==> config.mk <==
export PLATFORM = sky130hd
export DESIGN_NAME = ivp_pipe
export DESIGN_NICKNAME = d
export VERILOG_FILES = /design/src/rtl/ivp_pkg.sv /design/src/rtl/ivp_stage.sv /design/src/rtl/ivp_pipe.sv
export SDC_FILE = /design/constraint.sdc
export NUM_CORES = 1
export LEC_CHECK = 0
export BUFFER_PORTS_ARGS = -buffer_cell sky130_fd_sc_hd__buf_4
export CAP_MARGIN = 5
export CORE_MARGIN = 2
export CORE_UTILIZATION = 35
export DETAILED_ROUTE_END_ITERATION = 8
export PLACE_DENSITY_LB_ADDON = 0.15
export SYNTH_ARGS = -nofsm -noshare
export SYNTH_HDL_FRONTEND = slang
export SYNTH_HIERARCHICAL = 1
export SYNTH_SLANG_ARGS = --single-unit
==> constraint.sdc <==
create_clock -name CP -period 5.34 [get_ports CP]
set_input_delay 0.267 -clock CP [delete_from_list [all_inputs] [get_ports CP]]
set_output_delay 0.267 -clock CP [all_outputs]
set_load 0.05 [all_outputs]
==> src/rtl/ivp_pkg.sv <==
// ivp_pkg: shared constants and helpers for the ivp_pipe inverter pipeline.
//   - IVP_PIPE_{BEST,TYP,WORST}_{RISE,FALL}: clock-to-output delays. They are
//     used only when IVP_PIPE_TIMING_EN is defined.
//   - IVP_PIPE_SETUP / IVP_PIPE_HOLD: input timing-check limits.
//   - occ_w(depth): width of the occupancy counter. It must hold 0..depth.
package ivp_pkg;

  localparam int IVP_PIPE_BEST_RISE  = 1;
  localparam int IVP_PIPE_TYP_RISE   = 2;
  localparam int IVP_PIPE_WORST_RISE = 3;
  localparam int IVP_PIPE_BEST_FALL  = 1;
  localparam int IVP_PIPE_TYP_FALL   = 2;
  localparam int IVP_PIPE_WORST_FALL = 3;
  localparam int IVP_PIPE_SETUP      = 1;
  localparam int IVP_PIPE_HOLD       = 1;

  // Counter width large enough to represent every value 0..depth.
  function automatic int occ_w(input int depth);
    return $clog2(depth + 1);
  endfunction

endpackage

==> src/rtl/ivp_stage.sv <==
// ivp_stage: one register slot of the ivp_pipe pipeline. It holds a W-bit data
// register and a valid bit.
// Ports:
//   CP      rising-edge clock
//   R       synchronous active-high reset (clears data and valid)
//   d_i     incoming data
//   v_i     incoming valid
//   rdy_in  ready from the next stage (or downstream)
//   rdy_out ready toward the previous stage: empty, or the next stage advances
//   d_o     held data
//   v_o     held valid
module ivp_stage import ivp_pkg::*; #(
  parameter int W = 8
) (
  input  logic         CP,
  input  logic         R,
  input  logic [W-1:0] d_i,
  input  logic         v_i,
  input  logic         rdy_in,
  output logic         rdy_out,
  output logic [W-1:0] d_o,
  output logic         v_o
);

  logic [W-1:0] data_q, data_d;
  logic         vld_q, vld_d;

  // An empty slot is always ready. This lets bubbles collapse behind a
  // stalled output.
  assign rdy_out = !vld_q | rdy_in;

  always_comb begin
    data_d = data_q;
    vld_d  = vld_q;
    if (rdy_out) begin
      vld_d = v_i;
      // Data loads only with a real beat. A bubble leaves the old value in place.
      if (v_i) begin
        data_d = d_i;
      end else begin
        data_d = data_q;
      end
    end else begin
      vld_d  = vld_q;
      data_d = data_q;
    end
  end

  always_ff @(posedge CP) begin
    if (R) begin
      data_q <= {W{1'b0}};
      vld_q  <= 1'b0;
    end else begin
      data_q <= data_d;
      vld_q  <= vld_d;
    end
  end

  assign d_o = data_q;
  assign v_o = vld_q;

endmodule

==> src/rtl/ivp_pipe.sv <==
// ivp_pipe: a W-bit, DEPTH-stage registered inverter bank. Each beat carries
// its own mode: 1 inverts A, 0 passes A. The pipeline uses valid/ready flow
// control with bubble collapsing, and OCC reports how many stages are valid.
// Optional macro: IVP_PIPE_TIMING_EN adds a specify block with CP->Z/ZV paths
// and setup/hold checks. Without it the model is zero-delay.
// Ports:
//   CP   rising-edge clock            R    synchronous active-high reset
//   A    input beat data              AV   A valid
//   AR   ready to upstream            INV  mode sampled with the beat
//   Z    registered output data       ZV   registered output valid
//   ZR   downstream ready             OCC  registered count of valid stages
module ivp_pipe import ivp_pkg::*; #(
  parameter  int W     = 8,
  parameter  int DEPTH = 2,
  localparam int OW    = occ_w(DEPTH)
) (
  input  logic          CP,
  input  logic          R,
  input  logic [W-1:0]  A,
  input  logic          AV,
  output logic          AR,
  input  logic          INV,
  output logic [W-1:0]  Z,
  output logic          ZV,
  input  logic          ZR,
  output logic [OW-1:0] OCC
);

  // Index 0 is the stage-0 input. Index k+1 is the output of stage k.
  logic [DEPTH:0][W-1:0] sdat;
  logic [DEPTH:0]        svld;
  logic [DEPTH:0]        rdy;
  logic [OW-1:0]         occ_q, occ_d;
  logic                  acc, emit;

  assign sdat[0]    = A ^ {W{INV}};
  assign svld[0]    = AV;
  assign rdy[DEPTH] = ZR;

  for (genvar k = 0; k < DEPTH; k++) begin : g_stage
    ivp_stage #(.W(W)) u_stage (
      .CP      (CP),
      .R       (R),
      .d_i     (sdat[k]),
      .v_i     (svld[k]),
      .rdy_in  (rdy[k+1]),
      .rdy_out (rdy[k]),
      .d_o     (sdat[k+1]),
      .v_o     (svld[k+1])
    );
  end

  assign AR   = rdy[0] & !R;
  assign Z    = sdat[DEPTH];
  assign ZV   = svld[DEPTH];
  assign acc  = AV & AR;
  assign emit = ZV & ZR;

  // An accept and an emit on the same edge cancel, so OCC stays within 0..DEPTH.
  always_comb begin
    occ_d = occ_q;
    if (acc != emit) begin
      occ_d = occ_q + OW'(acc) - OW'(emit);
    end else begin
      occ_d = occ_q;
    end
  end

  always_ff @(posedge CP) begin
    if (R) begin
      occ_q <= {OW{1'b0}};
    end else begin
      occ_q <= occ_d;
    end
  end

  assign OCC = occ_q;

`ifdef IVP_PIPE_TIMING_EN
  specify
    (posedge CP *> (Z : A)) = (IVP_PIPE_BEST_RISE:IVP_PIPE_TYP_RISE:IVP_PIPE_WORST_RISE,
                               IVP_PIPE_BEST_FALL:IVP_PIPE_TYP_FALL:IVP_PIPE_WORST_FALL);
    (posedge CP => (ZV : AV)) = (IVP_PIPE_BEST_RISE:IVP_PIPE_TYP_RISE:IVP_PIPE_WORST_RISE,
                                 IVP_PIPE_BEST_FALL:IVP_PIPE_TYP_FALL:IVP_PIPE_WORST_FALL);
    $setup(A,   posedge CP, IVP_PIPE_SETUP);
    $setup(AV,  posedge CP, IVP_PIPE_SETUP);
    $setup(INV, posedge CP, IVP_PIPE_SETUP);
    $setup(ZR,  posedge CP, IVP_PIPE_SETUP);
    $hold(posedge CP, A,   IVP_PIPE_HOLD);
    $hold(posedge CP, AV,  IVP_PIPE_HOLD);
    $hold(posedge CP, INV, IVP_PIPE_HOLD);
    $hold(posedge CP, ZR,  IVP_PIPE_HOLD);
  endspecify
`else
`endif

endmodule

### Yosys cells after proc, flatten, opt, wreduce, memory -nomap -nowiden

Index checks and enable logic that the tools add are counted.

| word-level totals | value |
|---|---|
| flip-flop bits (word level) | 20 |
| bits in latches | 0 |
| memory bits (writable) | 0 |
| memory bits (read-only) | 0 |
| input bits | 13 |
| output and inout port bits | 12 |
| logic and storage cells | 19 |
| memories kept | 0 |

| cells by class | value |
|---|---|
| $add $sub $neg | 2 |
| multipliers | 0 |
| divide/modulo/power cells | 0 |
| magnitude comparators | 0 |
| equality and inequality tests | 1 |
| shifts and indexed selects | 0 |
| muxes and demuxes | 0 |
| bitwise logic cells | 6 |
| reductions and logical operators | 5 |

Operators with widths:

| operator | number |
|---|---|
| $xor A8 B8 Y8 | 1 |
| $reduce_and A2 Y1 | 2 |
| $and A1 B1 Y1 | 3 |
| $logic_not A1 Y1 | 3 |
| $add A2 B1 Y2 | 1 |
| $or A1 B1 Y1 | 2 |
| $sub A2 B1 Y2 | 1 |
| $ne A1 B1 Y1 | 1 |

### Depth between registers and ports, before layout

| logic depth | value |
|---|---|
| depth in word-level cells | 7 |
| mapped depth | 14 |
| mapped depth without buffers | 10 |

### Hierarchy

Netlist, hierarchy kept.

Modules (own cells, without submodules):

| module | instances | cells an instance | area each (µm²) | seq. area each (µm²) |
|---|---|---|---|---|
| ivp_stage | 2 | 41 | 441.7 | 180.2 |
| ivp_pipe | 1 | 23 | 198.9 | 40.0 |

### Least setup slack after synthesis

OpenSTA, ideal clock, no wires.

| timing path | value |
|---|---|
| path type | register to register |
| from | register g_stage[1].u_stage.vld_q |
| to | register occ_q[1], in the netlist OCC[1] |
| library setup time | 0.070 ns |
| arrival time | 3.211 ns |
| data required time | 5.270 ns |
| slack | 2.059 ns |
| cell stages (with the launch flop) | 15 |
| buffers on the path | 4 |
| clock period less this slack | 3.281 ns |
| cell sequence | dfxtp_1 -> nand2b_4 -> buf_6 -> buf_6 -> nand2b_4 -> buf_6 -> buf_6 -> nor2b_1 -> nand2_1 -> ha_1 -> inv_1 -> ha_1 -> xnor2_1 -> or3_1 -> a21oi_1 |

| on the way | value |
|---|---|
| cells in the longest elaborated chain, start to end | 7 |
| elaborated cells between the ends (all ways) | 9 |
| those cells by class | 2 x add/sub; 1 x eq/ne; 5 x bitwise; 1 x reduce/logical |

Ends and longest elaborated chain:

| item | RTL line | text |
|---|---|---|
| start, declared | ivp_stage.sv:26 | `logic vld_q, vld_d;` |
| start signal, assigned | ivp_stage.sv:55 | `vld_q <= vld_d;` |
| $logic_not A1 Y1 * | ivp_stage.sv:30 | `assign rdy_out = !vld_q \| rdy_in;` |
| $or A1 B1 Y1 * | ivp_stage.sv:30 |  |
| via rdy[1] | ivp_pipe.sv:32 | `logic [DEPTH:0] rdy;` |
| $or A1 B1 Y1 * | ivp_stage.sv:30 |  |
| via rdy[0] | ivp_pipe.sv:32 |  |
| $and A1 B1 Y1 * | ivp_pipe.sv:53 | `assign AR = rdy[0] & !R;` |
| via AR | ivp_pipe.sv:21 | `output logic AR,` |
| $and A1 B1 Y1 * | ivp_pipe.sv:56 | `assign acc = AV & AR;` |
| $add A2 B1 Y2 | ivp_pipe.sv:63 | `occ_d = occ_q + OW'(acc) - OW'(emit);` |
| $sub A2 B1 Y2 | ivp_pipe.sv:63 |  |
| end signal, assigned | ivp_pipe.sv:71 | `occ_q <= {OW{1'b0}};` |
| end, declared | ivp_pipe.sv:33 | `logic [OW-1:0] occ_q, occ_d;` |

Mark *: on every way through the listed nets, which the timed path passes. The rest lies on a longest branch.
A chain may end at the register's enable or synchronous reset.

### Worst setup path after layout

| timing path | value |
|---|---|
| from | register g_stage[1].u_stage.vld_q |
| to | register occ_q[1], in the netlist OCC[1] |

| on the way | value |
|---|---|
| cells in the longest elaborated chain, start to end | 7 |
| elaborated cells between the ends (all ways) | 9 |
| those cells by class | 2 x add/sub; 1 x eq/ne; 5 x bitwise; 1 x reduce/logical |

Ends and longest elaborated chain:

| item | RTL line |
|---|---|
| $logic_not A1 Y1 * | ivp_stage.sv:30 |
| $or A1 B1 Y1 * | ivp_stage.sv:30 |
| via rdy[1] | ivp_pipe.sv:32 |
| $or A1 B1 Y1 * | ivp_stage.sv:30 |
| via rdy[0] | ivp_pipe.sv:32 |
| $and A1 B1 Y1 * | ivp_pipe.sv:53 |
| $and A1 B1 Y1 * | ivp_pipe.sv:56 |
| $add A2 B1 Y2 | ivp_pipe.sv:63 |
| $sub A2 B1 Y2 | ivp_pipe.sv:63 |

Marks and branches as above.

==> results.sh <==
export IMPL_synth_top_cell_area_share=0.370
export IMPL_die_w_um=59.6
export IMPL_die_area_mm2=0.00355
export IMPL_rr_endpoint="OCC[1]$_SDFFE_PP0P_"
export IMPL_overflow=0
export IMPL_antenna_found_initial=0
export IMPL_drtIter0Drc=21
export IMPL_synth_area_top_cells="dfxtp_1 37%, a21bo_1 15%, a21oi_2 13%"
export IMPL_yosysWarnings=6
export IMPL_io_buffers=24
export IMPL_fmax_ghz=0.433
export IMPL_drt_wl_total_mm=1.86
export IMPL_post_synth_top_area_cell="dfxtp_1"
export IMPL_grt_pass1_vias=709
export IMPL_synth_seq_area_share=0.370
export IMPL_drive_gt1_frac=0.372
export IMPL_clk_path_buf_depth=2
export IMPL_start_util=0.360
export IMPL_ys_types=20
export IMPL_rows=20
export IMPL_syn_inst=105
export IMPL_synth_seq_cells=20
export IMPL_avgViaCountPerCell=4.85
export IMPL_worstRegToRegCells=10
export IMPL_fin_skew_ns=0.00261
export IMPL_diodes=0
export IMPL_hold_class="in2reg"
export IMPL_synth_edf_count=0
export IMPL_period_share=0.432
export IMPL_fin_cells=154
export IMPL_rsz0062_at_grt="false"
export IMPL_wl_per_cell_um=12.1
export IMPL_root_buffer="clkbuf_4"
export IMPL_ios=25
export IMPL_yosysMostFrequentCell="dfxtp_1"
export IMPL_clk_latency_ns=0.30
export IMPL_syn_area_mm2=0.00108
export IMPL_ant_nets=0
export IMPL_critPathKind="reg2reg"
export IMPL_relSlewSlack=0.598
export IMPL_path_max_fanout=18
export IMPL_vias=747
export IMPL_setup_viol=0
export IMPL_grt_usage=0.124
export IMPL_finalHoldViolCount=0
export IMPL_drcViolationCount=0
export IMPL_grt_pass1_wl_mm=3.34
export IMPL_max_cap_viol_count=0
export IMPL_power_density_mw_per_mm2=239
export IMPL_post_place_cells=151
export IMPL_final_max_slew_violation_count=0
export IMPL_synth_top_cells_by_count="20 x dfxtp_1, 16 x a21bo_1, 16 x a21oi_2, 16 x nand3_1"
export IMPL_dpl_hpwl_mm=1.29
export IMPL_h_tree_depth=1
export IMPL_r2r_slack_ns=3.03
export IMPL_core_area_mm2=0.00300
export IMPL_cp_required_ns=5.58
export IMPL_numCtsBuffers=3
export IMPL_ctsHoldBuffers=0
export IMPL_layout_nets=138
export IMPL_arrival_ns=2.55
export IMPL_die_h_um=59.6
export IMPL_ir_drop_mv=0.0958
export IMPL_grt_max_degree=22
export IMPL_whs_path_depth=4
export IMPL_startpoint="g_stage[1].u_stage/v_o$_SDFFE_PP0P_"
export IMPL_tightestPinTransition_ns=0.603
export IMPL_cp_start_kind="register"
export IMPL_synthesis_nets=120
export IMPL_area_delta_synth_final_pct=13.1
export IMPL_power_mw=0.293
export IMPL_syn_area_per_cell_um2=10.3
export IMPL_reg2reg_from="g_stage[1].u_stage/v_o$_SDFFE_PP0P_"
export IMPL_setup_tns_ns=0
export IMPL_place_gp_congestion=0.709
export IMPL_fin_crit_ns=2.31
export IMPL_min_from="A[7]"
export IMPL_postCtsSetupBuffers=0
export IMPL_end_kind="register"
export IMPL_clkTransAtPathRegs_ns=0.11
export IMPL_hold_end="g_stage[0].u_stage/d_o[7]$_SDFFE_PP0P_"
export IMPL_cts_sinks=20
export IMPL_cts_resized=0
export IMPL_cts_tree="built"
export IMPL_status="complete, no violations"
export IMPL_synth_async_reset_ratio=0
export IMPL_leakage_nw=0.504
export IMPL_dr_pass1_iters=3
export IMPL_synth_ff_type="dfxtp_1"
-- per-layer routing --
metal  track usage  wire [um]  part of all wire  vias to the layer above
met5             0          0                 0                        -
met2         0.163        710              0.38                       16
met4        0.0476         11            0.0059                        0
met3        0.0262         70             0.038                        2
met1         0.193       1070              0.57                      336
li1              -          -                 -                      393
-- cell families after synthesis --
family	after synthesis	share of synthesized area
fa+ha+maj	2	0.0231
mux	1	0.00925
flops	20	0.370
buf+inv	14	0.105
compound gates	36	0.296
xor+xnor	9	0.0728
simple gates	23	0.124
-- power by group --
part | internal, mW | switching [mW]
Clock | 0.0263 | 0.0465
Sequential | 0.157 | 0.00641
Combinational | 0.0245 | 0.0325
-- placed cells by master (no fill, tap or decap), types with 2 or more instances in the layout --
cell type and count:
ha_1 2, clkbuf_4 3, a21oi_2 16, xor2_1 8, nand2b_4 2, a21oi_1 3, buf_4 24, inv_1 3
a21bo_1 16, nand3_1 16, dfxtp_1 20
-- how the worst max path moves through the flow --
| stage | endpoint | slack, ns | depth (start not counted) |
|---|---|---|---|
| floorplan | OCC[1]$_SDFFE_PP0P_ | 2.06 | 14 |
| global placement | OCC[1]$_SDFFE_PP0P_ | 3.06 | 11 |
| detailed placement | OCC[1]$_SDFFE_PP0P_ | 3.00 | 11 |
| CTS | OCC[1]$_SDFFE_PP0P_ | 3.02 | 9 |
| global route | OCC[1]$_SDFFE_PP0P_ | 2.77 | 9 |
| finish | OCC[1]$_SDFFE_PP0P_ | 3.03 | 10 |
-- layout make-up --
cell class,count,area (um2)
timing repair buffer,24,180
fill,311,1780
sequential,20,400
tap,33,41.3
clock buffer,3,22.5
multi-input combinational,71,568
inverter,3,11.3
-- metrics by stage --
| stage | worst slack (ns) | area [um2] | util | hold slack (ns) |
|---|---|---|---|---|
| 6_report | 3.03 | 1220 | 0.408 | 0.268 |
| 5_1_grt | 2.77 | 1220 | 0.408 | 0.265 |
| 4_1_cts | 3.02 | 1220 | 0.408 | 0.256 |
| 3_5_place_dp | 3.00 | 1200 | 0.400 | 0.469 |
| 3_3_place_gp | 3.06 | 1200 | 0.400 | 0.473 |
| 2_1_floorplan | 2.06 | 1080 | - | 0.336 |
-- sequential cells by signal, indices dropped and copies added, names as in the netlist --
signal	cells
g_stage.u_stage/d_o	16
OCC	2
g_stage.u_stage/v_o	2
-- worst max-delay path, stage by stage, from the launching register on --
cell and delay (ns):
dfxtp_1 0.36, nand2b_4 0.18, nand2b_4 0.28, nor2b_1 0.20, nand2_1 0.08, ha_1 0.34
inv_1 0.06, ha_1 0.18, xnor2_1 0.13, or3_1 0.30, a21oi_1 0.14
Power figures use the tool's default switching activity.
